**config.mk**
```make
export PLATFORM = sky130hd
export DESIGN_NAME = axi_riscv_resv_table
export DESIGN_NICKNAME = d
export VERILOG_FILES = /design/src/rtl/axi_riscv_resv_table.sv
export SDC_FILE = /design/constraint.sdc
export NUM_CORES = 1
export LEC_CHECK = 0
export BUFFER_PORTS_ARGS = -buffer_cell sky130_fd_sc_hd__buf_2
export CORE_MARGIN = 2
export CORE_UTILIZATION = 46
export CTS_BUF_LIST = sky130_fd_sc_hd__clkbuf_16
export DETAILED_ROUTE_END_ITERATION = 7
export PLACE_DENSITY = 0.72
export RECOVER_POWER = 100
export SKIP_CTS_REPAIR_TIMING = 1
export SYNTH_ARGS = -nofsm -noshare
export SYNTH_HDL_FRONTEND = slang
export SYNTH_SLANG_ARGS = --single-unit
```
**constraint.sdc**
```tcl
create_clock -name clk_i -period 9.8 [get_ports clk_i]
set_input_delay 0.98 -clock clk_i [delete_from_list [all_inputs] [get_ports clk_i]]
set_output_delay 0.98 -clock clk_i [all_outputs]
set_load 0.02 [all_outputs]
```
**src/rtl/axi_riscv_resv_table.sv**
```systemverilog
// rtl/axi_riscv_resv_table.sv - LR/SC reservation table with write snooping; optional lifetime via AXI_RISCV_RESV_TIMEOUT_EN
module axi_riscv_resv_table #(
    parameter int unsigned ADDR_WIDTH     = 64,
    parameter int unsigned ID_WIDTH       = 8,
    parameter int unsigned NUM_ENTRIES    = 4,
    parameter int unsigned GRANULE_LSB    = 3,
    parameter int unsigned TIMEOUT_CYCLES = 1024
) (
    input  logic                               clk_i,
    input  logic                               rst_i,
    input  logic                               lr_valid_i,
    output logic                               lr_ready_o,
    input  logic [ADDR_WIDTH-1:0]              lr_addr_i,
    input  logic [ID_WIDTH-1:0]                lr_id_i,
    input  logic                               sc_valid_i,
    output logic                               sc_ready_o,
    input  logic [ADDR_WIDTH-1:0]              sc_addr_i,
    input  logic [ID_WIDTH-1:0]                sc_id_i,
    output logic                               sc_rsp_valid_o,
    input  logic                               sc_rsp_ready_i,
    output logic                               sc_rsp_success_o,
    output logic [ID_WIDTH-1:0]                sc_rsp_id_o,
    input  logic                               wr_valid_i,
    input  logic [ADDR_WIDTH-1:0]              wr_addr_i,
    output logic [$clog2(NUM_ENTRIES+1)-1:0]   occupancy_o
);
    localparam int unsigned GW = ADDR_WIDTH - GRANULE_LSB;
    localparam int unsigned VW = (NUM_ENTRIES > 1) ? $clog2(NUM_ENTRIES) : 1;
    localparam int unsigned OW = $clog2(NUM_ENTRIES + 1);
    localparam logic [VW-1:0] VICTIM_LAST = VW'(NUM_ENTRIES - 1);

    typedef enum logic {IDLE, RESP} state_e;

    state_e                 state_q, state_d;
    logic [NUM_ENTRIES-1:0] valid_q, valid_d;
    logic [ID_WIDTH-1:0]    id_q   [NUM_ENTRIES];
    logic [ID_WIDTH-1:0]    id_d   [NUM_ENTRIES];
    logic [GW-1:0]          gran_q [NUM_ENTRIES];
    logic [GW-1:0]          gran_d [NUM_ENTRIES];
    logic [VW-1:0]          victim_q, victim_d;
    logic                   rsp_success_q, rsp_success_d;
    logic [ID_WIDTH-1:0]    rsp_id_q, rsp_id_d;
    logic [OW-1:0]          occ_q, occ_d;

    logic [GW-1:0]          lr_gran, sc_gran, wr_gran;
    logic                   lr_fire, sc_fire, sc_hit;
    logic [NUM_ENTRIES-1:0] expired;
    logic [VW-1:0]          lr_slot;
    logic [VW-1:0]          owner_idx, free_idx;
    logic                   owner_hit, free_hit;
    logic                   unused_addr_lsbs;

    assign lr_gran = lr_addr_i[ADDR_WIDTH-1:GRANULE_LSB];
    assign sc_gran = sc_addr_i[ADDR_WIDTH-1:GRANULE_LSB];
    assign wr_gran = wr_addr_i[ADDR_WIDTH-1:GRANULE_LSB];
    assign unused_addr_lsbs = ^{lr_addr_i[GRANULE_LSB-1:0], sc_addr_i[GRANULE_LSB-1:0],
                                wr_addr_i[GRANULE_LSB-1:0]};

`ifdef AXI_RISCV_RESV_TIMEOUT_EN
    localparam int unsigned CW = (TIMEOUT_CYCLES > 1) ? $clog2(TIMEOUT_CYCLES) : 1;
    localparam logic [CW-1:0] CNT_LOAD = CW'(TIMEOUT_CYCLES - 1);

    logic [CW-1:0] cnt_q [NUM_ENTRIES];
    logic [CW-1:0] cnt_d [NUM_ENTRIES];

    // An entry whose lifetime counter has run out is dead before any matching this cycle
    always_comb begin
        expired = '0;
        for (int i = 0; i < NUM_ENTRIES; i++) begin
            expired[i] = (cnt_q[i] == '0);
        end
    end

    // Lifetime counters count down freely and reload on every LR write to the slot
    always_comb begin
        cnt_d = cnt_q;
        for (int i = 0; i < NUM_ENTRIES; i++) begin
            if (cnt_q[i] != '0) begin
                cnt_d[i] = cnt_q[i] - 1'b1;
            end
        end
        if (lr_fire) begin
            cnt_d[lr_slot] = CNT_LOAD;
        end
    end

    // Lifetime counter registers
    always_ff @(posedge clk_i) begin
        if (rst_i) begin
            for (int i = 0; i < NUM_ENTRIES; i++) begin
                cnt_q[i] <= '0;
            end
        end else begin
            cnt_q <= cnt_d;
        end
    end
`else
    localparam int unsigned UNUSED_TIMEOUT = TIMEOUT_CYCLES;
    assign expired = '0;
`endif

    // Handshake FSM: IDLE accepts SC (priority over LR), RESP holds the verdict until consumed
    always_comb begin
        state_d        = state_q;
        lr_ready_o     = 1'b0;
        sc_ready_o     = 1'b0;
        sc_rsp_valid_o = 1'b0;
        if (!rst_i) begin
            case (state_q)
                IDLE: begin
                    sc_ready_o = 1'b1;
                    lr_ready_o = !sc_valid_i;
                    if (sc_valid_i) begin
                        state_d = RESP;
                    end
                end
                RESP: begin
                    lr_ready_o     = 1'b1;
                    sc_rsp_valid_o = 1'b1;
                    if (sc_rsp_ready_i) begin
                        state_d = IDLE;
                    end
                end
                default: state_d = IDLE;
            endcase
        end
    end

    assign sc_fire = sc_valid_i && sc_ready_o;
    assign lr_fire = lr_valid_i && lr_ready_o;

    // Table update: expiry and snoop first, then the SC verdict, then the LR placement
    always_comb begin
        valid_d       = valid_q;
        id_d          = id_q;
        gran_d        = gran_q;
        victim_d      = victim_q;
        rsp_success_d = rsp_success_q;
        rsp_id_d      = rsp_id_q;
        sc_hit        = 1'b0;
        owner_hit     = 1'b0;
        owner_idx     = '0;
        free_hit      = 1'b0;
        free_idx      = '0;
        lr_slot       = victim_q;

        for (int i = 0; i < NUM_ENTRIES; i++) begin
            if (expired[i] || (wr_valid_i && gran_q[i] == wr_gran)) begin
                valid_d[i] = 1'b0;
            end
        end

        for (int i = 0; i < NUM_ENTRIES; i++) begin
            if (valid_d[i] && id_q[i] == sc_id_i && gran_q[i] == sc_gran) begin
                sc_hit = 1'b1;
            end
        end

        if (sc_fire) begin
            rsp_success_d = sc_hit;
            rsp_id_d      = sc_id_i;
            for (int i = 0; i < NUM_ENTRIES; i++) begin
                if (id_q[i] == sc_id_i || (sc_hit && gran_q[i] == sc_gran)) begin
                    valid_d[i] = 1'b0;
                end
            end
        end

        for (int i = 0; i < NUM_ENTRIES; i++) begin
            if (valid_d[i] && id_q[i] == lr_id_i) begin
                owner_hit = 1'b1;
                owner_idx = i[VW-1:0];
            end
        end
        for (int i = NUM_ENTRIES - 1; i >= 0; i--) begin
            if (!valid_d[i]) begin
                free_hit = 1'b1;
                free_idx = i[VW-1:0];
            end
        end

        if (owner_hit) begin
            lr_slot = owner_idx;
        end else if (free_hit) begin
            lr_slot = free_idx;
        end

        if (lr_fire) begin
            valid_d[lr_slot] = 1'b1;
            id_d[lr_slot]    = lr_id_i;
            gran_d[lr_slot]  = lr_gran;
            if (!owner_hit && !free_hit) begin
                victim_d = (victim_q == VICTIM_LAST) ? '0 : victim_q + 1'b1;
            end
        end
    end

    // Occupancy is the population count of the next-state valid vector
    always_comb begin
        occ_d = '0;
        for (int i = 0; i < NUM_ENTRIES; i++) begin
            occ_d = occ_d + OW'(valid_d[i]);
        end
    end

    // Control and verdict registers
    always_ff @(posedge clk_i) begin
        if (rst_i) begin
            state_q       <= IDLE;
            valid_q       <= '0;
            victim_q      <= '0;
            rsp_success_q <= 1'b0;
            rsp_id_q      <= '0;
            occ_q         <= '0;
        end else begin
            state_q       <= state_d;
            valid_q       <= valid_d;
            victim_q      <= victim_d;
            rsp_success_q <= rsp_success_d;
            rsp_id_q      <= rsp_id_d;
            occ_q         <= occ_d;
        end
    end

    // Entry payload registers; meaningful only while the matching valid bit is set
    always_ff @(posedge clk_i) begin
        id_q   <= id_d;
        gran_q <= gran_d;
    end

    assign sc_rsp_success_o = rsp_success_q;
    assign sc_rsp_id_o      = rsp_id_q;
    assign occupancy_o      = occ_q;

endmodule

```
# ---- Word level (Yosys, flattened, before mapping)
# Index checks and enable logic that the tools add are counted.
dict set report word_totals {
  output_inout_bits 15
  reg_bits 295
  in_bits 214
  wordCells 124
}
dict set report op_classes {
  n_eq_ne 17
  n_lt_le_gt_ge 4
  muxes 49
  n_bitwise 3
  n_reduce_logical 33
  addsub 4
}
# op count
set ops {}
lappend ops {{equality test 61 bit} 8}
lappend ops {{bitwise mux 244 bit} 1}
lappend ops {{demux 61 bit (select 2 bit)} 1}
lappend ops {{equality test 8 bit} 8}
lappend ops {{2-to-1 mux 61 bit} 1}
lappend ops {{bitwise mux 32 bit} 1}
lappend ops {{2-to-1 mux 1 bit} 29}
lappend ops {{logical AND 1 bit} 25}
lappend ops {{2-to-1 mux 2 bit} 9}
lappend ops {{demux 8 bit (select 2 bit)} 1}
lappend ops {{2-to-1 mux 4 bit} 2}
lappend ops {{2-to-1 mux 8 bit} 1}
lappend ops {{logical OR 1 bit} 4}
lappend ops {{bitwise OR 4 bit} 1}
lappend ops {{one-hot mux 1 bit (2 select lines)} 2}
lappend ops {{adder 2 x 1 -> 3 bit} 1}
lappend ops {{adder 3 x 1 -> 3 bit} 1}
lappend ops {{>= comparator 3 bit, second input constant} 1}
lappend ops {{logical NOT 1 bit} 3}
lappend ops {{less-than comparator 2 x 3 -> 1 bit, second input constant} 1}
lappend ops {{less-than comparator 3 x 1 -> 1 bit, second input constant} 1}
lappend ops {{NOT 2 -> 3 bit} 1}
lappend ops {{adder 1 x 1 -> 2 bit} 1}
lappend ops {{adder 2 x 1 -> 2 bit, second input constant} 1}
lappend ops {{5 further kinds} 5}

# ---- Depth between registers and ports, before layout
dict set report logic_depth {
  ltp_word 28
  ltp_mapped 15
  depth_no_buf 14
}

# ---- Worst setup path after synthesis
# OpenSTA, ideal clock, no wires.
dict set report synth_timing {
  kind {input to register}
  startpoint {input port wr_addr_i[41]}
  endpoint {register gran_q[100] (netlist name), enable pin}
  slack_ns 1.343
  stages 11
  t_arrival_ns 7.877
  required_time_ns 9.219
  setup_ns 0.581
  n_path_buf 1
  path_cell_list {clkbuf_1 -> xnor2_1 -> nand4_1 -> nor4_1 -> nand4_1 -> o2111ai_1 -> nand4_4 -> a31o_4 -> nor4b_4 -> o21bai_2 -> nor3_1}
}
# item line_no
set synth_lines {}
lappend synth_lines {{start, declared} 24} ;# input logic [ADDR_WIDTH-1:0] wr_addr_i,
lappend synth_lines {{end signal, assigned} 228} ;# gran_q <= gran_d;
lappend synth_lines {{end, declared} 38} ;# logic [GW-1:0] gran_q [NUM_ENTRIES];

==> flow_metrics.env <==
export IMPL_outcome="finished, violations left"
export IMPL_violations="capacitance limit, slew limit"
export IMPL_clk_pin_slew_ps=60
export IMPL_p_per_area_nw_per_um2=167
export IMPL_synthCells=1218
export IMPL_crit_chain="clkbuf_1 > xnor2_1 > nand4_1 > nor4_1 > nand4_1 > o2111ai_1 > nand4_1 > a31o_1 > nor4b_1 > o21bai_1 > nor3_2 > clkbuf_1 > buf_4"
export IMPL_max_freq_ghz=0.130
export IMPL_skew_ps=20.0
export IMPL_crit_type="primary input to flop"
export IMPL_p_seq_share_pct=46.6
export IMPL_place_congestion=1.10
export IMPL_antenna_cells=0
export IMPL_worst_path_buf_inv=3
export IMPL_synthArstFlopShare_pct=0
export IMPL_die_area_um2=35700
export IMPL_num_vias=11700
export IMPL_start_util_pct=46.7
export IMPL_nFillCells=2955
export IMPL_synth_nets=1436
export IMPL_drive_above_1_share_pct=13.1
export IMPL_max_cap_violations=3
export IMPL_rsz0062_at_grt="no"
export IMPL_drtAntennaViolNets=0
export IMPL_syn_avg_cell_area_um2=12.9
export IMPL_tightest_slew_ps=2100
export IMPL_root_buffer="clkbuf_16"
export IMPL_arrival_ps=7850
export IMPL_insertion_delay_ps=520
export IMPL_synthTopCellsByArea="edfxtp_1 (53%), xor2_1 (18%), xnor2_1 (9.3%)"
export IMPL_max_stage_delay_ps=1500
export IMPL_cts_sinks=295
export IMPL_port_buffer_count=219
export IMPL_grt_total_usage_pct=36.3
export IMPL_finalWirelength_mm=65.2
export IMPL_place_ws_ps=3120
export IMPL_setup_slack_ps=2100
export IMPL_dieWidth_um=189
export IMPL_cp_slowest_cell="clkbuf_1"
export IMPL_grt_pass1_wl_mm=88.2
export IMPL_worstPathMaxFanout=42
export IMPL_worst_hold_slack_ps=479
export IMPL_grt_overflow=0
export IMPL_dr_first_iter_drc_count=1619
export IMPL_sw_frac_of_total_pct=25.7
export IMPL_htree_num_levels=2
export IMPL_utilization_pct=54.4
export IMPL_slew_headroom_pct=-40.2
export IMPL_grt_max_degree=62
export IMPL_synthToLayoutAreaGrowth_pct=16.3
export IMPL_io_pins=229
export IMPL_numCtsBuffers=34
export IMPL_combPwrFrac_pct=11.9
export IMPL_ys_ff_latch=295
export IMPL_synth_edff_count=276
export IMPL_r2r_slack_ps=2400
export IMPL_fin_crit_ps=7700
export IMPL_cts_tree="done"
export IMPL_cp_required_ps=9940
export IMPL_hpwl_mm=53.1
export IMPL_cts_buffer_depth=3
export IMPL_routedLengthMet1_mm=28.0
export IMPL_wl_met2_mm=28.2
export IMPL_highest_layer="met4"
export IMPL_die_h_um=189
export IMPL_wl_per_cell_um=33.8
export IMPL_drc=0
export IMPL_finalCritPeriodShare_pct=78.6
export IMPL_min_path_type="flop to flop"
export IMPL_ys_seq_area_share_pct=55.2
export IMPL_cp_end_kind="flop"
export IMPL_power_mw=3.06
export IMPL_synth_top_cell_by_area="edfxtp_1"
export IMPL_wl_met3_mm=6.87
export IMPL_p_sw_mw=0.787
export IMPL_yosys_area_top_type_share_pct=52.7
export IMPL_ys_flop_type="edfxtp_1"
export IMPL_core_um2=33600
export IMPL_yosysWarnings=0
export IMPL_finish_net_count=1675
export IMPL_power_share_clock_pct=41.5
export IMPL_drt_pass1_iterations=5
export IMPL_finalSetupViolations=0
export IMPL_avgViaCountPerCell=6.09
export IMPL_antenna_found_initial=0
export IMPL_final_hold_violation_count=0
export IMPL_crit_family="simple AND/OR/NAND/NOR gates"
export IMPL_final_cell_mix="xor2_1 (318), edfxtp_1 (276), xnor2_1 (166)"
export IMPL_p_leak_nw=6.36
export IMPL_yosysUniqueCellTypes=60
export IMPL_first_global_vias=11300
export IMPL_syn_cell_area_um2=15700
export IMPL_worst_setup_path_start_kind="primary input"
export IMPL_finalSetupTns_ps=0
export IMPL_timing_critical_path_mode_cell="nand4_1"
export IMPL_slew_violations=130
export IMPL_p_int_mw=2.27
export IMPL_fp_row_count=67
export IMPL_irDropWorstVdd_uv=142
export IMPL_final_common_cell="xor2_1"
stage by stage:
stage / cell area, um2 / std cells
2_1_floorplan: 15700 / 1218
3_3_place_gp: 17400 / 1869
3_5_place_dp: 17400 / 1869
4_1_cts: 18500 / 1930
5_1_grt: 18300 / 1930
6_report: 18300 / 1930
cell families after synthesis:
kind of cell             after synthesis  synth area share (%)
XOR/XNOR                             484                  27.0
multiplexers                           2                 0.135
AO/OA/AOI/OAI                        104                  5.43
buffers and inverters                 65                  1.55
AND/OR/NAND/NOR                      264                  10.4
flip-flops                           295                  55.2
adder cells (fa/ha/maj)                4                 0.366
power groups by stage:
stage / registers [mW] / logic [mW] / clock network, mW
floorplan: 1.45 / 0.150 / 0
global placement: 1.45 / 0.357 / 0
detailed placement: 1.45 / 0.357 / 0
CTS: 1.42 / 0.360 / 1.27
global route: 1.43 / 0.375 / 1.32
finish: 1.43 / 0.365 / 1.27
worst paths after layout:
check,startpoint,end,cells past startpoint
hold / removal,sc_rsp_id_o[4]$_SDFFE_PP0P_,sc_rsp_id_o[4]$_SDFFE_PP0P_,1
hold reg to reg,sc_rsp_id_o[4]$_SDFFE_PP0P_,sc_rsp_id_o[4]$_SDFFE_PP0P_,1
setup reg to reg,gran_q[152]$_DFFE_PP_,gran_q[106]$_DFFE_PP_,12
setup / recovery,wr_addr_i[33],gran_q[106]$_DFFE_PP_,13
synth_stat cells, drive strengths merged (2+ instances only):
library cell    n
xor2          318
edfxtp        276
xnor2         166
nor4           94
nand4          63
inv            43
nand2b         34
clkbuf         19
dfxtp          19
nor2b          19
o22ai          16
o2111ai        15
nand2          14
nor2           14
a21oi          12
a22o           11
nor3            7
o221ai          6
a2111o          5
a221o           5
o211ai          5
o21ai           5
a21o            3
and2            3
buf             3
ha              3
nand3           3
nor4b           3
o31ai           3
or2             3
a211oi          2
a222oi          2
a22oi           2
nand4b          2
o2bb2ai         2
cell type report:
class / count / area, um2 / share of cell area [%]
repair buffers: 225 / 1020 / 5.59
inverters: 43 / 161 / 0.883
multi-input cells: 858 / 6770 / 37.0
well taps: 448 / 561 / 3.07
clock inverters: 26 / 218 / 1.19
clock buffers: 35 / 876 / 4.79
flip-flops and latches: 295 / 8670 / 47.4
per-layer routing:
layer	GRT usage, %	vias to the layer above
met5	0	-
met1	54.3	5860
li1	-	4965
met2	54.4	822
met4	10.7	0
met3	5.94	100
state kept, by name, indices dropped and copies added, names as in the netlist:
| register | cells |
|---|---|
| occupancy_o | 3 |
| gran_q | 244 |
| sc_rsp_id_o | 8 |
| sc_rsp_success_o | 1 |
| valid_q | 4 |
| victim_q | 2 |
| state_q | 1 |
| id_q | 32 |
Power figures use the tool's default switching activity.
